<file path="src/rtl/res_collector_pkg.sv">
// -----------------------------------------------------------------------------
// res_collect_pkg
// Shared definitions for the result collector: FSM state encoding, default
// width constants and the buffer address-width helper.
// -----------------------------------------------------------------------------
package res_collect_pkg;

   localparam int DEF_NUM            = 100;
   localparam int DEF_ITEM_WIDTH     = 8;
   localparam int DEF_SUM_WIDTH      = 32;
   localparam int DEF_CNT_WIDTH      = 16;
   localparam int DEF_TIMEOUT_CYCLES = 64;

   typedef enum logic [1:0] {
      ST_IDLE    = 2'd0,
      ST_COLLECT = 2'd1,
      ST_DONE    = 2'd2
   } state_e;

   // Buffer address width; never narrower than one bit.
   function automatic int addr_width(input int n);
      if (n > 1) begin
         return $clog2(n);
      end else begin
         return 1;
      end
   endfunction

endpackage

</file>
<file path="src/rtl/res_collector_if.sv">
// -----------------------------------------------------------------------------
// res_collector_if
// Bundles the collector's control, result stream, read port and status.
//   master : the bfm / bench side (drives start, results, read requests)
//   slave  : the collector (drives read data and burst status)
// Optional: RES_COLLECT_TIMEOUT_EN adds the timeout_o status bit.
// -----------------------------------------------------------------------------
interface res_collector_if
   import res_collect_pkg::*;
#(
   parameter int ITEM_WIDTH = DEF_ITEM_WIDTH,
   parameter int CNT_WIDTH  = DEF_CNT_WIDTH,
   parameter int SUM_WIDTH  = DEF_SUM_WIDTH,
   parameter int ADDR_WIDTH = addr_width(DEF_NUM)
) ();

   logic                  start_i;
   logic [CNT_WIDTH-1:0]  item_num_i;
   logic                  res_valid_i;
   logic [ITEM_WIDTH-1:0] res_i;
   logic                  rd_en_i;
   logic [ADDR_WIDTH-1:0] rd_addr_i;
   logic [ITEM_WIDTH-1:0] rd_data_o;
   logic                  busy_o;
   logic                  done_o;
   logic [CNT_WIDTH-1:0]  count_o;
   logic [SUM_WIDTH-1:0]  sum_o;
   logic [ITEM_WIDTH-1:0] xor_o;
   logic                  overflow_o;
`ifdef RES_COLLECT_TIMEOUT_EN
   logic                  timeout_o;
`endif

   modport master (
      output start_i, item_num_i, res_valid_i, res_i, rd_en_i, rd_addr_i,
      input  rd_data_o, busy_o, done_o, count_o, sum_o, xor_o, overflow_o
`ifdef RES_COLLECT_TIMEOUT_EN
      , input timeout_o
`endif
   );

   modport slave (
      input  start_i, item_num_i, res_valid_i, res_i, rd_en_i, rd_addr_i,
      output rd_data_o, busy_o, done_o, count_o, sum_o, xor_o, overflow_o
`ifdef RES_COLLECT_TIMEOUT_EN
      , output timeout_o
`endif
   );

endinterface

</file>
<file path="src/rtl/res_collector_buffer.sv">
// -----------------------------------------------------------------------------
// res_buffer
// Simple dual-port RAM, NUM x ITEM_WIDTH. One write port, one registered read
// port with 1-cycle latency. A same-address read/write returns the old data.
// Out-of-range read addresses return 0. Contents are never reset; only the
// read register is.
// Ports: clk_i, reset_i, wr_en_i/wr_addr_i/wr_data_i, rd_en_i/rd_addr_i,
//        rd_data_o (holds when rd_en_i is low).
// -----------------------------------------------------------------------------
module res_buffer
   import res_collect_pkg::*;
#(
   parameter int NUM        = DEF_NUM,
   parameter int ITEM_WIDTH = DEF_ITEM_WIDTH,
   parameter int ADDR_WIDTH = addr_width(DEF_NUM)
) (
   input  logic                  clk_i,
   input  logic                  reset_i,
   input  logic                  wr_en_i,
   input  logic [ADDR_WIDTH-1:0] wr_addr_i,
   input  logic [ITEM_WIDTH-1:0] wr_data_i,
   input  logic                  rd_en_i,
   input  logic [ADDR_WIDTH-1:0] rd_addr_i,
   output logic [ITEM_WIDTH-1:0] rd_data_o
);

   localparam logic [ADDR_WIDTH:0] NUM_C = (ADDR_WIDTH+1)'(NUM);

   logic [ITEM_WIDTH-1:0] mem_r [NUM];
   logic [ITEM_WIDTH-1:0] rd_data_r;

   // Storage write; the array has no reset so it maps onto RAM.
   always_ff @(posedge clk_i) begin
      if (wr_en_i && ({1'b0, wr_addr_i} < NUM_C)) begin
         mem_r[wr_addr_i] <= wr_data_i;
      end
   end

   // Registered read; non-blocking semantics give old data on collision.
   always_ff @(posedge clk_i) begin
      if (reset_i) begin
         rd_data_r <= '0;
      end else if (rd_en_i) begin
         if ({1'b0, rd_addr_i} < NUM_C) begin
            rd_data_r <= mem_r[rd_addr_i];
         end else begin
            rd_data_r <= '0;
         end
      end
   end

   assign rd_data_o = rd_data_r;

endmodule

</file>
<file path="src/rtl/res_collector.sv">
// -----------------------------------------------------------------------------
// res_collector
// Collects the per-cycle result stream of one payload burst: stores each item
// in a local buffer and keeps an item count, a modular sum and an XOR
// checksum. done_o pulses for one cycle when the burst ends; the buffer stays
// readable through the registered read port in any state.
// Ports: clk_i, reset_i (sync, active-high), bus (res_collector_if.slave):
//   start_i/item_num_i   burst request and length (clamped to NUM)
//   res_valid_i/res_i    result stream
//   rd_en_i/rd_addr_i/rd_data_o  buffer read port, 1-cycle latency
//   busy_o, done_o, count_o, sum_o, xor_o, overflow_o  status
// Optional: RES_COLLECT_TIMEOUT_EN ends a burst after TIMEOUT_CYCLES idle
// cycles in COLLECT and flags it on timeout_o.
// -----------------------------------------------------------------------------
module res_collector
   import res_collect_pkg::*;
#(
   parameter int NUM            = DEF_NUM,
   parameter int ITEM_WIDTH     = DEF_ITEM_WIDTH,
   parameter int SUM_WIDTH      = DEF_SUM_WIDTH,
   parameter int CNT_WIDTH      = DEF_CNT_WIDTH,
   parameter int TIMEOUT_CYCLES = DEF_TIMEOUT_CYCLES
) (
   input logic            clk_i,
   input logic            reset_i,
   res_collector_if.slave bus
);

   localparam int                   ADDR_WIDTH = addr_width(NUM);
   localparam logic [CNT_WIDTH-1:0] NUM_C      = CNT_WIDTH'(NUM);
   localparam logic [CNT_WIDTH-1:0] ONE_C      = CNT_WIDTH'(1);

   state_e                 state_r;
   logic [CNT_WIDTH-1:0]   target_r;
   logic [CNT_WIDTH-1:0]   count_r;
   logic [SUM_WIDTH-1:0]   sum_r;
   logic [ITEM_WIDTH-1:0]  xor_r;
   logic                   overflow_r;
   logic                   busy_r;
   logic                   done_r;
   logic [CNT_WIDTH-1:0]   start_tgt_s;
   logic                   wr_en_s;
   logic [ADDR_WIDTH-1:0]  wr_addr_s;
   logic [ITEM_WIDTH-1:0]  rd_data_s;

`ifdef RES_COLLECT_TIMEOUT_EN
   localparam int GAP_W = $clog2(TIMEOUT_CYCLES + 1);
   logic [GAP_W-1:0] gap_r;
   logic             timeout_r;
`endif

   // Requested burst length clamped to the buffer depth.
   always_comb begin
      if (bus.item_num_i > NUM_C) begin
         start_tgt_s = NUM_C;
      end else begin
         start_tgt_s = bus.item_num_i;
      end
   end

   // Buffer write decode: item 0 may arrive on the start cycle itself.
   always_comb begin
      wr_en_s   = 1'b0;
      wr_addr_s = '0;
      case (state_r)
         ST_IDLE: begin
            if (bus.start_i && bus.res_valid_i && (start_tgt_s != '0)) begin
               wr_en_s = 1'b1;
            end else begin
               wr_en_s = 1'b0;
            end
         end
         ST_COLLECT: begin
            if (bus.res_valid_i) begin
               wr_en_s   = 1'b1;
               wr_addr_s = count_r[ADDR_WIDTH-1:0];
            end else begin
               wr_en_s = 1'b0;
            end
         end
         default: begin
            wr_en_s = 1'b0;
         end
      endcase
   end

   // Burst FSM with registered status outputs.
   always_ff @(posedge clk_i) begin
      if (reset_i) begin
         state_r    <= ST_IDLE;
         target_r   <= '0;
         count_r    <= '0;
         sum_r      <= '0;
         xor_r      <= '0;
         overflow_r <= 1'b0;
         busy_r     <= 1'b0;
         done_r     <= 1'b0;
`ifdef RES_COLLECT_TIMEOUT_EN
         gap_r      <= '0;
         timeout_r  <= 1'b0;
`endif
      end else begin
         done_r <= 1'b0;
         case (state_r)
            ST_IDLE: begin
               if (bus.start_i) begin
                  target_r <= start_tgt_s;
                  if (bus.item_num_i > NUM_C) begin
                     overflow_r <= 1'b1;
                  end
`ifdef RES_COLLECT_TIMEOUT_EN
                  gap_r     <= '0;
                  timeout_r <= 1'b0;
`endif
                  if (start_tgt_s == '0) begin
                     // Zero-length burst: no item can be accepted.
                     count_r <= '0;
                     sum_r   <= '0;
                     xor_r   <= '0;
                     state_r <= ST_DONE;
                     done_r  <= 1'b1;
                     if (bus.res_valid_i) begin
                        overflow_r <= 1'b1;
                     end
                  end else if (bus.res_valid_i) begin
                     count_r <= ONE_C;
                     sum_r   <= SUM_WIDTH'(bus.res_i);
                     xor_r   <= bus.res_i;
                     if (start_tgt_s == ONE_C) begin
                        state_r <= ST_DONE;
                        done_r  <= 1'b1;
                     end else begin
                        state_r <= ST_COLLECT;
                        busy_r  <= 1'b1;
                     end
                  end else begin
                     count_r <= '0;
                     sum_r   <= '0;
                     xor_r   <= '0;
                     state_r <= ST_COLLECT;
                     busy_r  <= 1'b1;
                  end
               end else if (bus.res_valid_i) begin
                  overflow_r <= 1'b1;
               end
            end
            ST_COLLECT: begin
               if (bus.res_valid_i) begin
                  count_r <= count_r + ONE_C;
                  sum_r   <= sum_r + SUM_WIDTH'(bus.res_i);
                  xor_r   <= xor_r ^ bus.res_i;
`ifdef RES_COLLECT_TIMEOUT_EN
                  gap_r   <= '0;
`endif
                  if ((count_r + ONE_C) == target_r) begin
                     state_r <= ST_DONE;
                     done_r  <= 1'b1;
                     busy_r  <= 1'b0;
                  end
               end
`ifdef RES_COLLECT_TIMEOUT_EN
               // The idle cycle that brings the gap to TIMEOUT_CYCLES ends the burst.
               else if (gap_r == GAP_W'(TIMEOUT_CYCLES - 1)) begin
                  timeout_r <= 1'b1;
                  state_r   <= ST_DONE;
                  done_r    <= 1'b1;
                  busy_r    <= 1'b0;
               end else begin
                  gap_r <= gap_r + GAP_W'(1);
               end
`endif
            end
            ST_DONE: begin
               state_r <= ST_IDLE;
               if (bus.res_valid_i) begin
                  overflow_r <= 1'b1;
               end
            end
            default: begin
               state_r <= ST_IDLE;
               busy_r  <= 1'b0;
            end
         endcase
      end
   end

   res_buffer #(
      .NUM        (NUM),
      .ITEM_WIDTH (ITEM_WIDTH),
      .ADDR_WIDTH (ADDR_WIDTH)
   ) u_buffer (
      .clk_i     (clk_i),
      .reset_i   (reset_i),
      .wr_en_i   (wr_en_s),
      .wr_addr_i (wr_addr_s),
      .wr_data_i (bus.res_i),
      .rd_en_i   (bus.rd_en_i),
      .rd_addr_i (bus.rd_addr_i),
      .rd_data_o (rd_data_s)
   );

   assign bus.rd_data_o  = rd_data_s;
   assign bus.busy_o     = busy_r;
   assign bus.done_o     = done_r;
   assign bus.count_o    = count_r;
   assign bus.sum_o      = sum_r;
   assign bus.xor_o      = xor_r;
   assign bus.overflow_o = overflow_r;
`ifdef RES_COLLECT_TIMEOUT_EN
   assign bus.timeout_o  = timeout_r;
`endif

endmodule

</file>
<file path="src/flat_wrapper.sv">
// flat-port wrapper written by rule: the top's interface ports become plain ports
module res_collector_flat import res_collect_pkg::*;
#(
   parameter int NUM            = DEF_NUM,
   parameter int ITEM_WIDTH     = DEF_ITEM_WIDTH,
   parameter int SUM_WIDTH      = DEF_SUM_WIDTH,
   parameter int CNT_WIDTH      = DEF_CNT_WIDTH,
   parameter int TIMEOUT_CYCLES = DEF_TIMEOUT_CYCLES
)
  (clk_i, reset_i, bus_start_i, bus_item_num_i, bus_res_valid_i, bus_res_i, bus_rd_en_i, bus_rd_addr_i, bus_rd_data_o, bus_busy_o, bus_done_o, bus_count_o, bus_sum_o, bus_xor_o, bus_overflow_o);
  res_collector_if #(.ITEM_WIDTH(ITEM_WIDTH), .CNT_WIDTH(CNT_WIDTH), .SUM_WIDTH(SUM_WIDTH)) bus_i ();
  input logic clk_i;
  input logic reset_i;
  input wire logic [$bits(bus_i.start_i)-1:0] bus_start_i;
  input wire logic [$bits(bus_i.item_num_i)-1:0] bus_item_num_i;
  input wire logic [$bits(bus_i.res_valid_i)-1:0] bus_res_valid_i;
  input wire logic [$bits(bus_i.res_i)-1:0] bus_res_i;
  input wire logic [$bits(bus_i.rd_en_i)-1:0] bus_rd_en_i;
  input wire logic [$bits(bus_i.rd_addr_i)-1:0] bus_rd_addr_i;
  output wire logic [$bits(bus_i.rd_data_o)-1:0] bus_rd_data_o;
  output wire logic [$bits(bus_i.busy_o)-1:0] bus_busy_o;
  output wire logic [$bits(bus_i.done_o)-1:0] bus_done_o;
  output wire logic [$bits(bus_i.count_o)-1:0] bus_count_o;
  output wire logic [$bits(bus_i.sum_o)-1:0] bus_sum_o;
  output wire logic [$bits(bus_i.xor_o)-1:0] bus_xor_o;
  output wire logic [$bits(bus_i.overflow_o)-1:0] bus_overflow_o;
  assign bus_i.start_i = bus_start_i;
  assign bus_i.item_num_i = bus_item_num_i;
  assign bus_i.res_valid_i = bus_res_valid_i;
  assign bus_i.res_i = bus_res_i;
  assign bus_i.rd_en_i = bus_rd_en_i;
  assign bus_i.rd_addr_i = bus_rd_addr_i;
  assign bus_rd_data_o = bus_i.rd_data_o;
  assign bus_busy_o = bus_i.busy_o;
  assign bus_done_o = bus_i.done_o;
  assign bus_count_o = bus_i.count_o;
  assign bus_sum_o = bus_i.sum_o;
  assign bus_xor_o = bus_i.xor_o;
  assign bus_overflow_o = bus_i.overflow_o;
  res_collector #(.NUM(NUM), .ITEM_WIDTH(ITEM_WIDTH), .SUM_WIDTH(SUM_WIDTH), .CNT_WIDTH(CNT_WIDTH), .TIMEOUT_CYCLES(TIMEOUT_CYCLES)) u_core (.clk_i(clk_i), .reset_i(reset_i), .bus(bus_i));
endmodule
</file>
<file path="config.mk">
export PLATFORM = sky130hd
export DESIGN_NAME = res_collector_flat
export DESIGN_NICKNAME = d
export VERILOG_FILES = /design/src/rtl/res_collector_pkg.sv /design/src/rtl/res_collector_if.sv /design/src/rtl/res_collector_buffer.sv /design/src/rtl/res_collector.sv /design/src/flat_wrapper.sv
export SDC_FILE = /design/constraint.sdc
export NUM_CORES = 1
export LEC_CHECK = 0
export CAP_MARGIN = 20
export CELL_PAD_IN_SITES_DETAIL_PLACEMENT = 0
export CELL_PAD_IN_SITES_GLOBAL_PLACEMENT = 2
export CORE_UTILIZATION = 35
export DETAILED_ROUTE_END_ITERATION = 12
export PLACE_DENSITY = 0.64
export SYNTH_ARGS = -nofsm -noshare
export SYNTH_HDL_FRONTEND = slang
export SYNTH_SLANG_ARGS = --single-unit
</file>
<file path="constraint.sdc">
create_clock -name clk_i -period 3.5 [get_ports clk_i]
set_input_delay 0.7 -clock clk_i [delete_from_list [all_inputs] [get_ports clk_i]]
set_output_delay 0.7 -clock clk_i [all_outputs]
set_load 0.02 [all_outputs]
</file>
## Word level (Yosys, flattened, before mapping)

Memories as Yosys holds them, arrays and structs flattened.
Index checks and enable logic that the tools add are counted.

| operators by class | value |
|---|---|
| add/subtract/negate cells | 2 |
| order comparisons | 3 |
| equality and inequality tests | 9 |
| mux-type cells | 51 |
| bitwise gates (word level) | 2 |
| reduce and logical (&&, ||, !) cells | 12 |

Operator list:

| operator | number |
|---|---|
| two-way mux 32 bit | 3 |
| two-way mux 16 bit | 4 |
| case mux 32 bit (2 select lines) | 1 |
| two-way mux 8 bit | 6 |
| adder 32 x 8 -> 32 bit | 1 |
| case mux 16 bit (2 select lines) | 1 |
| two-way mux 1 bit | 22 |
| adder 16 x 1 -> 16 bit (second input constant) | 1 |
| equality test 16 x 1 -> 1 bit (second input constant) | 1 |
| equality test 16 bit | 1 |
| greater-than comparator 16 x 7 -> 1 bit (second input constant) | 1 |
| zero test 16 bit | 1 |
| case mux 8 bit (2 select lines) | 1 |
| nonzero test 16 bit | 1 |
| less-than comparator 7 bit (second input constant) | 2 |
| two-way mux 7 bit | 2 |
| two-way mux 2 bit | 6 |
| XOR 8 bit | 1 |
| != test 2 bit (second input constant) | 3 |
| case mux 1 bit (2 select lines) | 3 |
| AND reduction 3 bit | 2 |
| AND reduction 6 bit | 1 |
| case mux 2 bit (2 select lines) | 1 |
| nonzero test 2 bit | 2 |
| other kinds (9) | 11 |

| storage, ports and cells | value |
|---|---|
| bits in registers | 85 |
| bits in writable memories | 800 |
| bits of input ports | 36 |
| output and inout port bits | 67 |
| word-level logic and storage cells | 89 |
| memories | 1 |

Memory list:

| memory | depth | width | rd ports | clocked after Yosys merged registers in | write ports | line | text |
|---|---|---|---|---|---|---|---|
| u_core.u_buffer.mem_r | 100 | 8 | 1 | 0 | 1 | res_collector_buffer.sv:29 | `logic [ITEM_WIDTH-1:0] mem_r [NUM];` |

## Depth between registers and ports, before layout

| logic depth | value |
|---|---|
| depth in word-level cells | 9 |
| gate-level depth with buffers | 12 |
| gate-level depth less buffers | 10 |

## Cells and area by module

Synthesis repeated with hierarchy kept, for this count alone.

| unflattened totals | value |
|---|---|
| cells, all modules | 2089 |
| area, all modules | 35590.4 um^2 |

Modules (own cells, without submodules):

| module | instances | cells an instance | area an instance (um^2) | seq. area each (um^2) |
|---|---|---|---|---|
| res_buffer | 1 | 1554 | 31350.1 | 24183.2 |
| res_collector | 1 | 535 | 4240.3 | 1541.5 |

## Worst setup path after synthesis

Ideal clock, no wire load.

| path | value |
|---|---|
| path kind | input -> register |
| start point | input bus_res_i[0] |
| end point | register u_core.sum_r[18] (netlist: u_core.bus.sum_o[18]) |
| library setup time | 0.116 ns |
| arrival time | 2.849 ns |
| data required time | 3.384 ns |
| slack | 0.535 ns |
| stages | 10 |
| buffers on the path | 0 |
| cell sequence | ha_1 -> inv_1 -> fa_1 -> nor2b_1 -> o21ai_0 -> a21boi_0 -> o21ai_1 -> a211oi_1 -> a31oi_1 -> a41o_1 |

| on the way | value |
|---|---|
| word-level cells in the longest chain between the ends | 3 |

RTL lines:

| what | line | text |
|---|---|---|
| from (decl) | flat_wrapper.sv:17 | `input wire logic [$bits(bus_i.res_i)-1:0] bus_res_i;` |
| adder 32 x 8 -> 32 bit | res_collector.sv:150 | `sum_r <= sum_r + SUM_WIDTH'(bus.res_i);` |
| two-way mux 32 bit | res_collector.sv:148 | `if (bus.res_valid_i) begin` |
| case mux 32 bit (2 select lines) | res_collector.sv:104 | `case (state_r)` |
| to (signal assigned) | res_collector.sv:127 | `sum_r <= SUM_WIDTH'(bus.res_i);` |
| to (signal assigned) | res_collector.sv:150 |  |
| to (decl) | res_collector.sv:36 | `logic [SUM_WIDTH-1:0] sum_r;` |

No other way between the ends. The select of a mux whose other input is x is not followed.
A chain may end at the register's enable or synchronous reset.

## Worst setup path after layout

| path | value |
|---|---|
| start point | register u_core.state_r[0] |
| end point | memory u_core.u_buffer.mem_r[48][5] (netlist name), enable pin |

| on the way | value |
|---|---|
| word-level cells in the longest chain between the ends | 6 |
| elaborated cells on any way between the ends | 8 |
| those cells by class | 1 x order compare; 1 x eq/ne; 4 x mux; 2 x reduce/logical |

RTL lines:

| what | line | text |
|---|---|---|
| from (decl) | res_collector.sv:33 | `state_e state_r;` |
| from (signal assigned) | res_collector.sv:90 | `state_r <= ST_IDLE;` |
| from (signal assigned) | res_collector.sv:120 | `state_r <= ST_DONE;` |
| from (signal assigned) | res_collector.sv:130 | `state_r <= ST_DONE;` |
| equality test 2 x 1 -> 1 bit | res_collector.sv:65 | `case (state_r)` |
| two-way mux 7 bit | res_collector.sv:65 |  |
| less-than comparator 7 bit | res_collector_buffer.sv:34 | `if (wr_en_i && ({1'b0, wr_addr_i} < NUM_C)) begin` |
| logical AND 1 bit | res_collector_buffer.sv:34 |  |
| two-way mux 1 bit | res_collector_buffer.sv:34 |  |
| two-way mux 1 bit (implied by the code) | res_collector_buffer.sv:35 | `mem_r[wr_addr_i] <= wr_data_i;` |
| to (decl) | res_collector_buffer.sv:29 |  |

Parallel ways exist; a longest one is shown, timed or not.

==> metrics.csv <==
stage,metric,value,unit
run_status,status,completed,
finish,drive_gt1_share,23.4,%
clock_tree,root_buffer,clkbuf_16,
synthesis,yosys.area_share.simple,5.43,%
drt,via_per_inst,5.29,
timing,worstMarginPinSlew,1.03,ns
worst_setup_path,cp_max_fo,8,
timing,fin_crit_sh,93.5,%
synthesis,synth_edf_count,800,
worst_setup_path,worstSetupStartpointType,flop,
grt,track_usage,19.6,%
synthesis,netlist_instances,2005,
timing,whs,0.378,ns
timing,rsz0062_at_grt,false,
power_and_ir_drop,ir_drop,0.000379,V
worst_setup_path,r2r_slack,0.23,ns
finish,final_cell_mix,"edfxtp_1 (800), buf_4 (217), nor2_1 (189), mux4_2 (187), clkbuf_16 (94)",
timing,slew_headroom,31.5,%
clock_tree,cts_num_sinks,885,
placement,port-buffer-count,102,
floorplanning,die_h,321,µm
clock_tree,clkTransAtPathRegs,0.06,ns
timing,final_max_slew_viol_count,0,
clock_tree,numCtsBuffers,93,
synthesis,ys_ff_latch,885,
drt,finalWirelength,100000,µm
worst_setup_path,crit_type,reg -> reg,
worst_setup_path,worstPathCellList,nor2b_1 -> nand2_1 -> nor3b_1 -> nand2_1 -> nor2_1,
synthesis,synthArstFlopShare,0,%
power_and_ir_drop,seq_power_share,51.1,%
clock_tree,ctsHoldBuffers,0,
synthesis,avgSynthCellArea,17.7,µm²
drt,vias,19763,
placement,placed_cell_area,0.0395,mm²
timing,fin_ws,0.227,ns
floorplanning,die-area,0.103,mm²
clock_tree,cts_tree,yes,
clock_tree,cts.htree.levels,3,
power_and_ir_drop,switching_share,22.1,%
drt,wire_per_inst,26.8,µm
synthesis,ys_seq_area_share,72.4,%
synthesis,netlist_top_cells_area,"edfxtp_1 (68%), mux4_2 (12%), dfxtp_1 (4.8%), mux2i_1 (2.1%), nor2_1 (2.0%)",
worst_setup_path,cp-end-kind,flop,
synthesis,synthAdderAreaFrac,0.373,%
timing,setup_viol,0,
synthesis,synth_xor_area_share,1.16,%
power_and_ir_drop,combPwrFrac,6.3,%
clock_tree,cts_setup_buffers,0,
power_and_ir_drop,clkPwrFrac,42.6,%
worst_setup_path,path_common_cell,nand2_1,
finish,nFillCells,8875,
synthesis,postSynthNetCount,2051,
grt,grt_overflow,0,
grt,use_met2,32.1,%
power_and_ir_drop,switchingPower,0.00503,W
power_and_ir_drop,leakagePower,13.8,nW
synthesis,muxShareOfSynthArea,14.0,%
synthesis,yosys_warnings,0,
worst_setup_path,cp_data_arrival_time,3.56,ns
grt,grt_pass1_wl,145000,µm
floorplanning,rows,116,
finish,fin_nets,2354,
floorplanning,initial_core_util,35.4,%
synthesis,synth_top_family_by_area,multiplexers,
hold_path,hp-class,in -> reg,
clock_tree,cts_buffer_depth,3,
floorplanning,io_pins,103,
synthesis,synth-compound-area-share,4.88,%
synthesis,synth_flop_cell,edfxtp_1,
grt,gr-usage-met1,26.4,%
drt,dr.pass1.iters,5,
placement,gp_congestion,0.808,
drt,drc,0,
grt,grt_max_degree,104,
power_and_ir_drop,p_int,0.0177,W
power_and_ir_drop,p_per_area,534,mW/mm²
grt,grt_pass1_vias,20301,
timing,fin_tns_setup,0,ns
grt,busiest_layer,met2,
run,maxCapViolations,0,
placement,hpwlAfterDp,65900,µm
synthesis,yosys.area.top_type,edfxtp_1,
drt,antenna_left,0,
clock_tree,cts_resized,0,
grt,gr-usage-met3,3.93,%
timing,fmaxAchievable,306,MHz
finish,final_util,42.3,%
timing,fin_crit,3.27,ns
finish,finalInstanceArea,0.0425,mm²
timing,final-hold-violation-count,0,
clock_tree,clock_latency,0.67,ns
placement,place_ws,-0.353,ns
grt,antenna_found_initial,5,
worst_setup_path,cpMaxStageDelayCell,nor3b_1,
worst_setup_path,max_stage_delay,0.89,ns
floorplanning,die_w,321,µm
finish,area_delta_synth_final,19.5,%
timing,clock_skew,0.0331,ns
synthesis,syn_area,0.0355,mm²
floorplanning,core_area,0.100,mm²
finish,final_common_cell,edfxtp_1,
drt,drt_iter0_markers,1657,
synthesis,synth_top_area_share,67.6,%
worst_setup_path,required,3.78,ns
synthesis,synth_cell_types,70,
## final timing paths
| check | cells past startpoint | to | startpoint |
|---|---|---|---|
| setup / recovery | 5 | u_core.u_buffer.mem_r[48][5] | u_core.state_r[0] |
| hold / removal | 1 | u_core.u_buffer.mem_r[30][7] | bus_res_i[7] |
| setup reg to reg | 5 | u_core.u_buffer.mem_r[48][5] | u_core.state_r[0] |
| hold reg to reg | 2 | u_core.bus.overflow_o | u_core.bus.overflow_o |
## final cells by class
class,count,area (µm²),share of cell area (%)
Antenna cell,1,2.50,0.00589
Clock buffer,126,2520,5.94
Clock inverter,42,435,1.03
Inverter,19,71.3,0.168
Multi-Input combinational cell,985,9190,21.6
Sequential cell,885,25700,60.6
Tap cell,1357,1700,4.00
Timing Repair Buffer,324,2830,6.65
## stage by stage
| step | power [W] | cells |
|---|---|---|
| 4_1_cts | 0.0230 | 3738 |
| 3_3_place_gp | 0.0133 | 3569 |
| 6_report | 0.0227 | 3739 |
| 3_5_place_dp | 0.0133 | 3570 |
| 2_1_floorplan | 0.0125 | 2005 |
| 5_1_grt | 0.0234 | 3738 |
## registers in the layout, summed over array words and instances (netlist names)
| name | flops |
|---|---|
| u_core.bus.sum_o | 32 |
| u_core.bus.overflow_o | 1 |
| u_core.u_buffer.mem_r | 800 |
| u_core.bus.done_o | 1 |
| u_core.bus.xor_o | 8 |
| u_core.bus.busy_o | 1 |
| u_core.target_r | 16 |
| u_core.bus.count_o | 16 |
| u_core.state_r | 2 |
| u_core.u_buffer.rd_data_o | 8 |
## critical path, delay by kind of cell, from the launching register on
kind	cells	cell delay, ns
DFF	1	0.46
and+or+nand+nor	5	2.43
## synth_stat cells, types with 8 or more instances
library cell	number
nand3b_1	8
nand4_1	11
nor2b_1	12
a22oi_1	29
buf_6	8
nand2_1	66
and2_1	16
o221ai_1	16
nor3_1	29
mux2i_1	74
inv_1	18
mux4_2	187
a211oi_1	17
o22ai_1	8
dfxtp_1	85
a21oi_1	42
nand3_1	36
o211ai_1	16
clkbuf_1	65
xnor2_1	29
nand2b_1	12
edfxtp_1	800
buf_1	9
buf_4	8
o21ai_0	43
a221oi_1	16
ha_1	9
nor2_1	189
buf_2	25
xor2_1	18
a22o_1	9
## power by group through the flow
stage / Sequential (W) / Clock [W] / Combinational (W)
after CTS: 0.0116 / 0.00991 / 0.00146
after floorplan: 0.0118 / 0 / 0.000708
final: 0.0116 / 0.00967 / 0.00144
after global placement: 0.0118 / 0 / 0.00144
after global routing: 0.0116 / 0.0103 / 0.00154
after detailed placement: 0.0118 / 0 / 0.00146
## kinds of logic (layout without fill, tap and decap cells)
group / count (synthesis) / count (layout)
multiplexers: 263 / 263
AO/OA/AOI/OAI: 247 / 247
flip-flops: 885 / 885
XOR/XNOR: 47 / 47
adder cells (fa/ha/maj): 10 / 10
AND/OR/NAND/NOR: 418 / 418
buffers and inverters: 135 / 511
other: 0 / 1
## metal layers
layer	wire (µm)	vias up
met5	13	-
met4	2640	2
met2	48500	566
met3	5850	156
met1	43100	10349
li1	-	8690
(Power assumes the default switching activity.)
